$ cat src/rtl/camera_ctrl_pkg.sv
// Shared types, default constants and the saturating exposure-step helper
// for the camera exposure/readout controller.
package camera_pkg;

    localparam int EXP_W        = 5;
    localparam int CAM_EXP_MIN  = 2;
    localparam int CAM_EXP_MAX  = 30;
    localparam int CAM_EXP_INIT = 10;

    typedef enum logic [1:0] {
        ST_IDLE     = 2'd0,
        ST_EXPOSURE = 2'd1,
        ST_READOUT  = 2'd2
    } state_t;

    typedef enum logic [2:0] {
        PH_0 = 3'd0,
        PH_1 = 3'd1,
        PH_2 = 3'd2,
        PH_3 = 3'd3,
        PH_4 = 3'd4,
        PH_5 = 3'd5,
        PH_6 = 3'd6,
        PH_7 = 3'd7
    } phase_t;

    // One step up or down, clamped to [lo, hi]; opposing requests cancel.
    function automatic logic [EXP_W-1:0] exp_step(
        input logic [EXP_W-1:0] cur,
        input logic             up,
        input logic             dn,
        input logic [EXP_W-1:0] lo,
        input logic [EXP_W-1:0] hi
    );
        logic [EXP_W-1:0] res;
        if (up && !dn && (cur < hi)) begin
            res = cur + 5'd1;
        end else if (dn && !up && (cur > lo)) begin
            res = cur - 5'd1;
        end else begin
            res = cur;
        end
        return res;
    endfunction

endpackage

$ cat src/rtl/camera_ctrl_readout_seq.sv
// Two-row pixel readout sequencer: eight phases of READ_CYC cycles each,
// started by a go pulse; done is high during the final readout cycle.
module readout_seq
    import camera_pkg::*;
#(
    parameter int READ_CYC = 2
) (
    input  logic clk,
    input  logic rst_n,
    input  logic go,
    output logic nre_1,
    output logic nre_2,
    output logic adc,
    output logic done
);

    localparam int CW = (READ_CYC > 1) ? $clog2(READ_CYC) : 1;
    localparam logic [CW-1:0] CNT_LAST = CW'(READ_CYC - 1);

    logic          active_q, active_d;
    phase_t        phase_q, phase_d;
    logic [CW-1:0] cnt_q, cnt_d;
    logic          nre_1_q, nre_1_d;
    logic          nre_2_q, nre_2_d;
    logic          adc_q, adc_d;
    logic          last_s;

    // Phase/cycle counting and the strobes for the upcoming cycle.
    always_comb begin
        last_s   = active_q && (phase_q == PH_7) && (cnt_q == CNT_LAST);
        active_d = active_q;
        phase_d  = phase_q;
        cnt_d    = cnt_q;
        if (go) begin
            active_d = 1'b1;
            phase_d  = PH_0;
            cnt_d    = {CW{1'b0}};
        end else if (active_q) begin
            if (cnt_q == CNT_LAST) begin
                cnt_d = {CW{1'b0}};
                if (phase_q == PH_7) begin
                    active_d = 1'b0;
                    phase_d  = PH_0;
                end else begin
                    phase_d = phase_t'(phase_q + 3'd1);
                end
            end else begin
                cnt_d = cnt_q + CW'(1);
            end
        end else begin
            active_d = 1'b0;
        end

        nre_1_d = 1'b1;
        nre_2_d = 1'b1;
        adc_d   = 1'b0;
        if (active_d) begin
            case (phase_d)
                PH_0, PH_2: nre_1_d = 1'b0;
                PH_1: begin
                    nre_1_d = 1'b0;
                    adc_d   = 1'b1;
                end
                PH_4, PH_6: nre_2_d = 1'b0;
                PH_5: begin
                    nre_2_d = 1'b0;
                    adc_d   = 1'b1;
                end
                default: begin
                    nre_1_d = 1'b1;
                    nre_2_d = 1'b1;
                end
            endcase
        end else begin
            adc_d = 1'b0;
        end
    end

    // Sequencer state and registered strobes.
    always_ff @(posedge clk or negedge rst_n) begin
        if (!rst_n) begin
            active_q <= 1'b0;
            phase_q  <= PH_0;
            cnt_q    <= {CW{1'b0}};
            nre_1_q  <= 1'b1;
            nre_2_q  <= 1'b1;
            adc_q    <= 1'b0;
        end else begin
            active_q <= active_d;
            phase_q  <= phase_d;
            cnt_q    <= cnt_d;
            nre_1_q  <= nre_1_d;
            nre_2_q  <= nre_2_d;
            adc_q    <= adc_d;
        end
    end

    assign nre_1 = nre_1_q;
    assign nre_2 = nre_2_q;
    assign adc   = adc_q;
    assign done  = last_s;

endmodule

$ cat src/rtl/camera_ctrl.sv
// Camera exposure/readout controller. Optional exposure watchdog with a
// sticky Fault output is enabled by defining CAMERA_CTRL_WDT_EN.
module camera_ctrl
    import camera_pkg::*;
#(
    parameter int EXP_MIN  = CAM_EXP_MIN,
    parameter int EXP_MAX  = CAM_EXP_MAX,
    parameter int EXP_INIT = CAM_EXP_INIT,
    parameter int READ_CYC = 2
`ifdef CAMERA_CTRL_WDT_EN
    ,
    parameter int WDT_CYC  = 4096
`endif
) (
    input  logic             clk,
    input  logic             Reset,
    input  logic             Init,
    input  logic             Exp_increase,
    input  logic             Exp_decrease,
    input  logic             Ovf5,
    output logic             Start,
    output logic             Initial,
    output logic [EXP_W-1:0] Exp_time,
    output logic             Erase,
    output logic             Expose,
    output logic             NRE_1,
    output logic             NRE_2,
    output logic             ADC
`ifdef CAMERA_CTRL_WDT_EN
    ,
    output logic             Fault
`endif
);

    localparam logic [EXP_W-1:0] EXP_MIN_V  = EXP_W'(EXP_MIN);
    localparam logic [EXP_W-1:0] EXP_MAX_V  = EXP_W'(EXP_MAX);
    localparam logic [EXP_W-1:0] EXP_INIT_V = EXP_W'(EXP_INIT);

    state_t           state_q, state_d;
    logic [EXP_W-1:0] exp_q, exp_d;
    logic             inc_prev_q, dec_prev_q;
    logic             start_q, start_d;
    logic             erase_q, erase_d;
    logic             expose_q, expose_d;
    logic             inc_rise_s, dec_rise_s;
    logic             ovf_ok_s, go_s, seq_done_s;

`ifdef CAMERA_CTRL_WDT_EN
    localparam int WDT_W = $clog2(WDT_CYC);
    localparam logic [WDT_W-1:0] WDT_LAST = WDT_W'(WDT_CYC - 1);
    logic [WDT_W-1:0] wdt_cnt_q, wdt_cnt_d;
    logic             fault_q, fault_d;
    logic             wdt_hit_s;
`endif

    // Top-level sequencing, exposure adjust and registered pixel controls.
    always_comb begin
        inc_rise_s = Exp_increase & ~inc_prev_q;
        dec_rise_s = Exp_decrease & ~dec_prev_q;
        // The timer is only loaded once Start/Initial has been seen.
        ovf_ok_s   = (state_q == ST_EXPOSURE) && Ovf5 && !start_q;
`ifdef CAMERA_CTRL_WDT_EN
        wdt_hit_s  = (state_q == ST_EXPOSURE) && (wdt_cnt_q == WDT_LAST);
        go_s       = ovf_ok_s | wdt_hit_s;
        wdt_cnt_d  = ((state_q == ST_EXPOSURE) && !go_s) ? (wdt_cnt_q + WDT_W'(1))
                                                          : {WDT_W{1'b0}};
        fault_d    = fault_q | (wdt_hit_s & ~ovf_ok_s);
`else
        go_s       = ovf_ok_s;
`endif
        state_d = state_q;
        exp_d   = exp_q;
        start_d = 1'b0;
        case (state_q)
            ST_IDLE: begin
                if (Init) begin
                    state_d = ST_EXPOSURE;
                    start_d = 1'b1;
                end else begin
                    exp_d = exp_step(exp_q, inc_rise_s, dec_rise_s, EXP_MIN_V, EXP_MAX_V);
                end
            end
            ST_EXPOSURE: begin
                if (go_s) begin
                    state_d = ST_READOUT;
                end else begin
                    state_d = ST_EXPOSURE;
                end
            end
            ST_READOUT: begin
                if (seq_done_s) begin
                    state_d = ST_IDLE;
                end else begin
                    state_d = ST_READOUT;
                end
            end
            default: state_d = ST_IDLE;
        endcase
        erase_d  = (state_d == ST_IDLE);
        expose_d = (state_d == ST_EXPOSURE);
    end

    // FSM state, exposure register, edge history and registered outputs.
    always_ff @(posedge clk or negedge Reset) begin
        if (!Reset) begin
            state_q    <= ST_IDLE;
            exp_q      <= EXP_INIT_V;
            inc_prev_q <= 1'b0;
            dec_prev_q <= 1'b0;
            start_q    <= 1'b0;
            erase_q    <= 1'b1;
            expose_q   <= 1'b0;
`ifdef CAMERA_CTRL_WDT_EN
            wdt_cnt_q  <= {WDT_W{1'b0}};
            fault_q    <= 1'b0;
`endif
        end else begin
            state_q    <= state_d;
            exp_q      <= exp_d;
            inc_prev_q <= Exp_increase;
            dec_prev_q <= Exp_decrease;
            start_q    <= start_d;
            erase_q    <= erase_d;
            expose_q   <= expose_d;
`ifdef CAMERA_CTRL_WDT_EN
            wdt_cnt_q  <= wdt_cnt_d;
            fault_q    <= fault_d;
`endif
        end
    end

    readout_seq #(
        .READ_CYC (READ_CYC)
    ) u_readout (
        .clk   (clk),
        .rst_n (Reset),
        .go    (go_s),
        .nre_1 (NRE_1),
        .nre_2 (NRE_2),
        .adc   (ADC),
        .done  (seq_done_s)
    );

    assign Start    = start_q;
    assign Initial  = start_q;
    assign Exp_time = exp_q;
    assign Erase    = erase_q;
    assign Expose   = expose_q;
`ifdef CAMERA_CTRL_WDT_EN
    assign Fault    = fault_q;
`endif

endmodule

$ cat config.mk
export PLATFORM = sky130hd
export DESIGN_NAME = camera_ctrl
export DESIGN_NICKNAME = d
export VERILOG_FILES = /design/src/rtl/camera_ctrl_pkg.sv /design/src/rtl/camera_ctrl_readout_seq.sv /design/src/rtl/camera_ctrl.sv
export SDC_FILE = /design/constraint.sdc
export NUM_CORES = 1
export LEC_CHECK = 0
export ABC_AREA = 1
export BUFFER_PORTS_ARGS = -buffer_cell sky130_fd_sc_hd__clkbuf_2
export CORE_AREA = 2 2 59 61
export CTS_CLUSTER_SIZE = 8
export DETAILED_ROUTE_END_ITERATION = 8
export DIE_AREA = 0 0 61 63
export PLACE_DENSITY = 0.64
export SLEW_MARGIN = 5
export SYNTH_ARGS = -nofsm -noshare
export SYNTH_HDL_FRONTEND = slang
export SYNTH_SLANG_ARGS = --single-unit
$ cat constraint.sdc
create_clock -name clk -period 2.61 [get_ports clk]
set_clock_uncertainty 0.15 [all_clocks]
set_input_delay 0.261 -clock clk [delete_from_list [all_inputs] [get_ports clk]]
set_output_delay 0.261 -clock clk [all_outputs]
set_load 0.02 [all_outputs]
==> flow_summary.toml, run 1 <==
[floorplanning]
num_rows = 21
die_area_um2 = 3840
io_pins = 18
die_height_um = 63
core_area_um2 = 3230
die_w_um = 61
initial_core_util_pct = 32.6

[clock_tree]
h-tree-depth = 1
hold_buffers = 3
clk_pin_slew_worst_paths_ps = 110
clock_sink_count = 20
clk_path_buf_depth = 2
ctsResizeCount = 0
cts_inserted_buffers = 3
cts_tree = "built"
clock-root-buffer = "clkbuf_4"
clk_latency_ps = 300
post-cts-setup-buffer-count = 0

[grt]
grt_pass1_wl_mm = 3.48
grtUsageTotal_pct = 11.6
grt_antenna_before_repair = 0
grt_max_degree = 21
overflow = 0
grt_pass1_vias = 875

[yosys]
postSynthCellCount = 126
ys_warn_count = 0
synth.cell_area_um2 = 1050
ys_seq_area_share_pct = 48.0
avgSynthCellArea_um2 = 8.37
ys_ff_latch = 20
syn_nets = 138
synth_cell_type_count = 24

[worst_setup_path]
cp_max_fo = 6
setup.worst_path.end_class = "register"
cp_slowest_cell = "dlygate4sd3_1"
crit_path_max_incr_delay_ps = 530
critPathArrivalTime_ps = 2130
crit_chain = "dlygate4sd3_1 > clkbuf_2 > inv_1 > nor2_1 > nor2_2 > nand2_2 > ha_1 > nand2_1 > nand2_1 > inv_1 > nand2_1 > nand2_1 > nand2_1 > inv_1 > nand2_1 > nand2_1 > nand2_1"
crit_type = "input pin to register"
critPathLaunchType = "input pin"
critPathBufInv = 5
critical-path-top-cell-by-count = "nand2_1"
required_ps = 2660
cp_top_family = "buffers and inverters"

[pwr]
leakagePower_nw = 0.685
power_density_nw_per_um2 = 1250
vdd_drop_max_mv = 0.631

[timing]
maxSlewViolCount = 0
fin_crit_sh_pct = 79.4
finalHoldViolCount = 0
tightest_slew_ps = 510
fin_tns_setup_ps = 0
slew_headroom_pct = 66.0
clock.fmax_mhz = 482
rsz0062_at_grt = "no"
period_needed_ps = 2070
setup_slack_ps = 537
setup_viol = 0

[routing]
post-route-drc-count = 0
via_count = 858
routed_via_density = 4.40
dr.pass1.iters = 4
wire_per_inst_um = 10.2
drtAntennaViolNets = 0
totalWireLength_mm = 1.99
drtIter0Drc = 38

[place]
portBuffers = 17
preCtsSetupSlack_ps = 582
hpwl_mm = 1.56
gp_congestion = 0.798

[cells_and_area]
diodes = 0
layout-drive-gt1-share_pct = 26.8
fill_cells = 352
final_util_pct = 39.4
final_nets = 162
area.growth.synth_to_final_pct = 20.6

[outcome]
status = "complete, no violations"

[min_path]
hp-class = "input pin to register"

[run]
cap_violations = 0
==> flip-flops by register name (all words and copies together) (netlist names) <==
| name | flops |
|---|---|
| Erase | 1 |
| Exp_time | 5 |
| Expose | 1 |
| Initial | 1 |
| dec_prev_q | 1 |
| inc_prev_q | 1 |
| state_q | 2 |
| u_readout.active_q | 1 |
| u_readout.adc | 1 |
| u_readout.cnt_q | 1 |
| u_readout.nre_1 | 1 |
| u_readout.nre_2 | 1 |
| u_readout.phase_q | 3 |
==> final cells by class <==
cell class | instances | area [um^2] | share of cell area (%)
Clock inverter | 1 | 30.0 | 2.36
Timing Repair Buffer | 20 | 115 | 9.05
Multi-Input combinational cell | 83 | 458 | 36.0
Tap cell | 46 | 57.6 | 4.52
Inverter | 22 | 82.6 | 6.49
Sequential cell | 20 | 507 | 39.8
Clock buffer | 3 | 22.5 | 1.77
==> metal layers <==
layer	global-route usage [%]	vias up	share of wire, %	wire length, um
met1	13.3	395	43	863
met3	4.55	6	5.8	115
li1	-	435	-	-
met2	19.6	22	49	983
met4	2.99	0	1.4	27
met5	0	-	0	0
==> where the power goes <==
part | leakage [nW] | internal [W] | switching, W
logic | 0.423 | 0.000281 | 0.000473
registers | 0.234 | 0.000465 | 0.000112
clock network | 0.0279 | 0.000155 | 0.0000995
total | 0.685 | 0.000901 | 0.000684
==> per-stage QoR <==
stage | total power [W] | hold slack [ps] | cell area [um^2] | cells
finish | 0.00159 | 97.1 | 1270 | 195
CTS | 0.00160 | 90.7 | 1270 | 195
global placement | 0.00130 | 92.3 | 1190 | 188
floorplan | 0.00114 | -185 | 1050 | 126
detailed placement | 0.00134 | 97.2 | 1190 | 188
global route | 0.00174 | 85.4 | 1270 | 195
==> worst register-to-register path, stage by stage (launching register included) <==
cell and delay, ps:
dfstp_2 620, nand2_1 80, nor2_1 130, nor2_2 70, fa_1 400, inv_1 100, a21oi_1 70, nand2_1 60
nand2_1 50, inv_1 60, nand2_1 50, nand2_1 50, nand2_1 40
==> path summary, 6_finish.rpt <==
path | startpoint | endpoint | slack [ps] | cells past startpoint
worst max-delay path | Exp_decrease | Exp_time[4] | 540 | 17
worst min-delay path | Init | Initial | 100 | 3
worst max register to register | Exp_time[1] | Exp_time[4] | 560 | 12
worst min register to register | Exp_time[3] | Exp_time[3] | 370 | 2
max in group asynchronous | Reset | u_readout.nre_1 | 1650 | 2
min in group asynchronous | Reset | state_q[1] | 290 | 2
==> synthesized netlist by cell type <==
| library cell | count | share of area (%) |
|---|---|---|
| a31o_2 | 2 | 1.7 |
| fa_1 | 1 | 1.9 |
| nand3_1 | 5 | 2.4 |
| inv_1 | 20 | 7.1 |
| inv_2 | 1 | 0.36 |
| nand3_2 | 2 | 1.9 |
| dfstp_2 | 5 | 12 |
| nor2_2 | 4 | 2.4 |
| a21oi_2 | 1 | 0.83 |
| o31ai_1 | 1 | 0.71 |
| xor2_1 | 2 | 1.7 |
| nand2_1 | 38 | 14 |
| buf_4 | 1 | 0.71 |
| a21oi_1 | 2 | 0.95 |
| ha_1 | 5 | 5.9 |
| nand2_2 | 3 | 1.8 |
| o21ai_0 | 1 | 0.47 |
| dfrtp_1 | 15 | 36 |
| xnor2_1 | 1 | 0.83 |
| clkinv_1 | 1 | 0.36 |
| nor3_2 | 1 | 0.95 |
| nor4_1 | 1 | 0.59 |
| o21ai_1 | 3 | 1.4 |
| nor2_1 | 10 | 3.6 |
==> cells in the final DEF (no fill, tap or decap), types with 3 or more instances in the layout <==
| master | count |
|---|---|
| nand2_1 | 38 |
| inv_1 | 20 |
| clkbuf_2 | 17 |
| dfrtp_1 | 15 |
| nor2_1 | 10 |
| dfstp_2 | 5 |
| nand3_1 | 5 |
| ha_1 | 5 |
| nor2_2 | 4 |
| nand2_2 | 3 |
| o21ai_1 | 3 |
| clkbuf_4 | 3 |
| dlygate4sd3_1 | 3 |
==> kinds of logic after synthesis <==
group / Yosys count / share of synthesized area, %
simple gates: 64 / 27.0
flops: 20 / 48.0
fa+ha+maj: 6 / 7.83
xor+xnor: 3 / 2.49
compound gates: 10 / 6.05
buf+inv: 23 / 8.54
(Power assumes the default switching activity.)
==> inputs of run 2 (changes only) <==
- ABC_AREA: 1 -> 0
- CORE_AREA: 2 2 59 61 -> 2 2 57 59
- DIE_AREA: 0 0 61 63 -> 0 0 59 61
- clock period: 2.61 -> 2.2 ns (I/O delays scaled with it)
==> run 2 against run 1 <==
  * The flow now finishes with violations (negative setup slack)
  * Count of clock-buffer cells in the layout increased by 1
  * Largest power group unchanged
  * Sequential power grew 18%
  * Largest cell class unchanged
  * Cell area grew 1.5%
  * Non-clock buffer count increased by 10
  * Clock power shrank 12%
  * Critical path type is now register to register
  * Cell count fell by 20%
  * Synthesized cell count is 26% lower
  * Die area shrank 6.3%
  * Combinational power increased by 31%
  * Global-route usage rose by 1.4 points
  * Sequential cell count stayed put
==> flow_summary.toml, run 2 <==
[outcome]
status = "finished with violations"
violations = "negative setup slack"

[worst_setup_path]
crit_path_max_incr_delay_ps = 560
critPathBufInv = 1
crit_type = "register to register"
cp_top_family = "simple AND/OR/NAND/NOR gates"
setup.worst_path.end_class = "register"
rrSetupSlack_ps = -20
r2r-start = "Exp_time[3]"
critPathArrivalTime_ps = 2280
crit_chain = "and4_1 > or3_4 > inv_1 > fa_2 > nand2b_4 > a21oi_2 > xnor2_1 > nor2_1 > xor2_1"
cp_slowest_cell = "dfstp_2"
cp_max_fo = 6
critPathLaunchType = "register"
startpoint = "Exp_time[3]"
required_ps = 2260

[grt]
grt_max_degree = 21
grtUsageTotal_pct = 13.0
overflow = 0
grt_pass1_vias = 794
grt_pass1_wl_mm = 3.47
grt_antenna_before_repair = 0

[floorplanning]
die_w_um = 59
num_rows = 20
core_area_um2 = 2950
io_pins = 18
die_area_um2 = 3600
die_height_um = 61
initial_core_util_pct = 33.4

[pwr]
internal_power_w = 0.00111
power_switching_w = 0.000785
leakagePower_nw = 0.598
switching_share_pct = 41.4
vdd_drop_max_mv = 0.691
clkPwrFrac_pct = 11.9
power_w = 0.00190
p_comb_share_pct = 52.1
pwr-share-seq_pct = 36.0
power_density_nw_per_um2 = 1470

[cells_and_area]
largest_reg_flops = 5
final_nets = 136
layout_common_cells = "17 x clkbuf_2, 13 x dfrtp_1, 8 x nand2_1, 8 x buf_4"
diodes = 0
final_util_pct = 43.7
layout-drive-gt1-share_pct = 38.2
area.growth.synth_to_final_pct = 31.0
final_common_cell = "clkbuf_2"

[place]
portBuffers = 17
preCtsSetupSlack_ps = -107
hpwl_mm = 1.42
gp_congestion = 0.881

[timing]
slew_headroom_pct = 66.8
clock.fmax_mhz = 451
whs_ps = 232
finalHoldViolCount = 0
tightest_slew_ps = 497
maxSlewViolCount = 0
setup_slack_ps = -18.1
fin_crit_sh_pct = 101
fin_tns_setup_ps = -18.1
setup_viol = 1
period_needed_ps = 2220
rsz0062_at_grt = "yes"

[yosys]
synth-main-ff-cell = "dfrtp_1"
postSynthCellCount = 93
syn_nets = 105
synth.area.top_cells = "dfrtp_1 38%, dfstp_2 13%, ha_1 6.3%, a21oi_1 3.0%, nand2_1 3.0%"
ys_warn_count = 0
ys_seq_area_share_pct = 51.4
yosysTopAreaCell = "dfrtp_1"
synth.most_common_cell = "dfrtp_1"
synth_top_cells_by_count = "15 x dfrtp_1, 8 x nand2_1, 7 x nor2_1"
synth.cell_area_um2 = 986
async_flop_share_pct = 100
synth.top_cell.area_share_pct = 38.1
synth_cell_type_count = 33
ys_ff_latch = 20
avgSynthCellArea_um2 = 10.6
synth_edf_count = 0

[clock_tree]
cts_tree = "built"
cts_inserted_buffers = 3
clock_sink_count = 20
clock-root-buffer = "clkbuf_4"
clk_latency_ps = 320
clk_path_buf_depth = 2
post-cts-setup-buffer-count = 0
h-tree-depth = 1
clk_pin_slew_worst_paths_ps = 120

[routing]
routed_via_density = 4.87
drtAntennaViolNets = 0
totalWireLength_mm = 1.96
wire_per_inst_um = 12.6
dr.pass1.iters = 4
via_count = 759
post-route-drc-count = 0
drtIter0Drc = 31

[min_path]
hp-class = "input pin to async pin"

[run]
cap_violations = 0
[run 2: worst register-to-register path: stages (launching register included)]
cell	delay, ps
dfstp_2	560
and4_1	170
or3_4	170
inv_1	70
fa_2	340
nand2b_4	150
a21oi_2	140
xnor2_1	140
nor2_1	80
xor2_1	150
[run 2: worst paths after layout]
| kind | cells past startpoint | endpoint |
|---|---|---|
| min in group clk | 1 | Initial |
| max in group asynchronous | 2 | Exp_time[1] |
| setup reg to reg | 9 | Exp_time[4] |
| hold reg to reg | 1 | Initial |
| setup / recovery | 9 | Exp_time[4] |
| hold / removal | 2 | state_q[0] |
[run 2: per-layer routing]
metal / vias to the layer above / GRT usage [%] / part of all wire, %
met4: 0 / 6.49 / 2.0
met5: - / 0 / 0
met3: 6 / 5.12 / 4.8
met1: 354 / 15.9 / 47
met2: 16 / 19.8 / 47
li1: 383 / - / -
[run 2: area by class of cell]
cell class                 instances  area [um^2]
clock buffer                       4         36.3
multi-input combinational         63          487
tap                               33         41.3
timing repair buffer              30          195
inverter                           6         22.5
fill                             310         1660
sequential                        20          509
[run 2: kinds of logic after synthesis]
kind of cell | Yosys count | synth area share, %
muxes | 1 | 1.02
xor gates and xnor gates | 6 | 5.33
AOI/OAI and AO/OA | 17 | 11.7
buffers and inverters | 10 | 4.31
and+or+nand+nor | 33 | 17.9
adders and majority gates | 6 | 8.38
DFF | 20 | 51.4
[run 2: what timing repair did]
item                                    4_1_cts  5_1_grt
endpoints found under the setup margin        2        2
pin swaps                                     0        4
cloned                                        0        0
hold endpoints to repair                     20        0
hold buffers                                  5        0
resized for setup                             1        3
[run 2: power by group through the flow]
stage | Sequential, W | Clock, W | Combinational (W)
final | 0.000683 | 0.000225 | 0.000989
after global routing | 0.000708 | 0.000246 | 0.00112
after CTS | 0.000683 | 0.000236 | 0.000950
after detailed placement | 0.000691 | 0 | 0.000934
after global placement | 0.000688 | 0 | 0.000911
after floorplan | 0.000777 | 0 | 0.000549
[run 2: metrics by stage]
step | instances | instance area (um^2)
finish | 156 | 1290
global route | 156 | 1290
CTS | 156 | 1270
detailed placement | 147 | 1180
global placement | 147 | 1180
floorplan | 93 | 1020
==> inputs of run 3 (changes only) <==
--- a/config.mk
+++ b/config.mk
@@ -12,5 +12,5 @@
 export DETAILED_ROUTE_END_ITERATION = 8
 export DIE_AREA = 0 0 59 61
-export PLACE_DENSITY = 0.64
+export PLACE_DENSITY = 0.53
 export SLEW_MARGIN = 5
 export SYNTH_ARGS = -nofsm -noshare
==> constraint.sdc (replaced) <==
create_clock -name clk -period 2.2 [get_ports clk]
set_clock_uncertainty 0.15 [all_clocks]
set_input_delay 0.55 -clock clk [delete_from_list [all_inputs] [get_ports clk]]
set_output_delay 0.55 -clock clk [all_outputs]
set_load 0.02 [all_outputs]
==> run 3 against run 2 <==
  * The run now ends clean
  * Maximum frequency is 2.1% higher
  * Wire length down 3.3%
  * Core utilization is 1.4 points lower
  * Non-clock buffer count fell by 2
  * Sequential cell count did not move
  * First-iteration DRC count is 16% lower
  * Die area did not move
  * Combinational power is 3.4% lower
  * Count of clock-buffer cells in the layout stayed put
  * Sequential share of layout area is 1.3 points higher
  * Cell area down 3.3%
  * Largest cell class unchanged
==> flow_summary.toml, run 3 (synthesized netlist as in run 2, its figures left out) <==
[clock_tree]
clk_pin_slew_worst_paths_ps = 110
h-tree-depth = 1
clock_sink_count = 20
cts_tree = "built"
clk_latency_ps = 300
clock-root-buffer = "clkbuf_4"
post-cts-setup-buffer-count = 0
clk_path_buf_depth = 2
cts_inserted_buffers = 3

[floorplanning]
core_area_um2 = 2950
die_area_um2 = 3600
die_w_um = 59
die_height_um = 61
initial_core_util_pct = 33.4
io_pins = 18
num_rows = 20

[outcome]
status = "complete, no violations"

[timing]
tightest_slew_ps = 502
finalHoldViolCount = 0
whs_ps = 39.7
maxSlewViolCount = 0
slew_headroom_pct = 66.5
fin_crit_sh_pct = 98.8
setup_viol = 0
rsz0062_at_grt = "yes"
period_needed_ps = 2170
clock.fmax_mhz = 460

[routing]
wire_per_inst_um = 12.3
via_count = 757
drtAntennaViolNets = 0
routed_via_density = 4.92
post-route-drc-count = 0
totalWireLength_mm = 1.89
dr.pass1.iters = 4
drtIter0Drc = 26

[worst_setup_path]
r2r-start = "Exp_time[3]"
rr_endpoint = "Exp_time[4]"
crit_chain = "and4_1 > or3_4 > inv_2 > fa_2 > nand2b_4 > a21oi_2 > xnor2_1 > nor2_1 > xor2_1"
startpoint = "Exp_time[3]"
required_ps = 2250
crit_type = "register to register"
rr_worst_depth = 9
cp_slowest_cell = "dfstp_2"
critPathLaunchType = "register"
cp_max_fo = 6
setup.worst_path.end_class = "register"
critPathArrivalTime_ps = 2220
worstSetupEndpoint = "Exp_time[4]"
rrSetupSlack_ps = 30
crit_path_max_incr_delay_ps = 550

[grt]
grt_max_degree = 21
overflow = 0
grtUsageTotal_pct = 12.6
grt_antenna_before_repair = 0
grt_pass1_vias = 731
grt_pass1_wl_mm = 3.34

[place]
portBuffers = 17
hpwl_mm = 1.42
postPlaceCellArea_um2 = 1200
gp_congestion = 0.772

[cells_and_area]
area.growth.synth_to_final_pct = 26.6
multi_input_area_um2 = 472
largest_reg_flops = 5
fill_cells = 291
layout_common_cells = "17 x clkbuf_2, 13 x dfrtp_1, 11 x buf_4, 8 x nand2_1, 7 x nor2_1"
final_nets = 134
fin_area_um2 = 1250
diodes = 0
final_common_cell = "clkbuf_2"
final-seq-area_um2 = 509
layout-drive-gt1-share_pct = 40.5

[pwr]
power_density_nw_per_um2 = 1480
leakagePower_nw = 0.591
vdd_drop_max_mv = 0.577

[run]
cap_violations = 0

[min_path]
hp-class = "input pin to async pin"
-- run 3: cell type report --
type	count	area share, %
Multi-Input combinational cell	63	37.8
Tap cell	33	3.31
Sequential cell	20	40.8
Timing Repair Buffer	28	13.4
Clock buffer	4	2.91
Inverter	6	1.80
-- run 3: worst max-delay path, delay by kind of cell (launching register included) --
| kind | cells | cell delay [ps] |
|---|---|---|
| compound gates | 1 | 140 |
| buf+inv | 1 | 40 |
| xor+xnor | 2 | 270 |
| fa+ha+maj | 1 | 330 |
| simple gates | 4 | 590 |
| flops | 1 | 550 |
-- run 3: routing by layer --
| metal | up-vias | global-route usage [%] | part of all wire, % | routed length [um] |
|---|---|---|---|---|
| li1 | 379 | - | - | - |
| met1 | 364 | 16.1 | 47 | 885 |
| met2 | 12 | 19.5 | 47 | 889 |
| met3 | 2 | 4.90 | 5.2 | 99 |
| met4 | 0 | 4.22 | 0.95 | 18 |
| met5 | - | 0 | 0 | 0 |
-- run 3: what timing repair did --
action                                  CTS  global route
gates resized for setup                   2             1
pin swaps                                 2             4
endpoints found under the setup margin    2             1
hold buffers                              0             0
-- run 3: how the worst min path moves through the flow --
stage | slack, ps | end | depth (start not counted)
6_report | 40 | inc_prev_q | 1
5_1_grt | 60 | dec_prev_q | 1
4_1_cts | 50 | dec_prev_q | 1
3_5_place_dp | 370 | Initial | 1
3_3_place_gp | 380 | Initial | 1
2_1_floorplan | 100 | Exp_time[0] | 0
-- run 3: through the flow --
step	util, %	TNS (ps)	cells	setup slack [ps]	power (W)
floorplan	-	-48.8	93	-46.1	0.00133
global placement	40.6	-440	150	-230	0.00162
detailed placement	40.6	-608	150	-274	0.00163
CTS	42.3	0	154	1.71	0.00188
global route	42.3	-89.6	154	-89.6	0.00202
finish	42.3	0	154	27.1	0.00185
-- run 3: report_power, final --
part	internal (W)	total, W	switching, W
Clock	0.000101	0.000214	0.000113
Combinational	0.000452	0.000955	0.000502
Sequential	0.000544	0.000686	0.000142
Total	0.00110	0.00185	0.000757
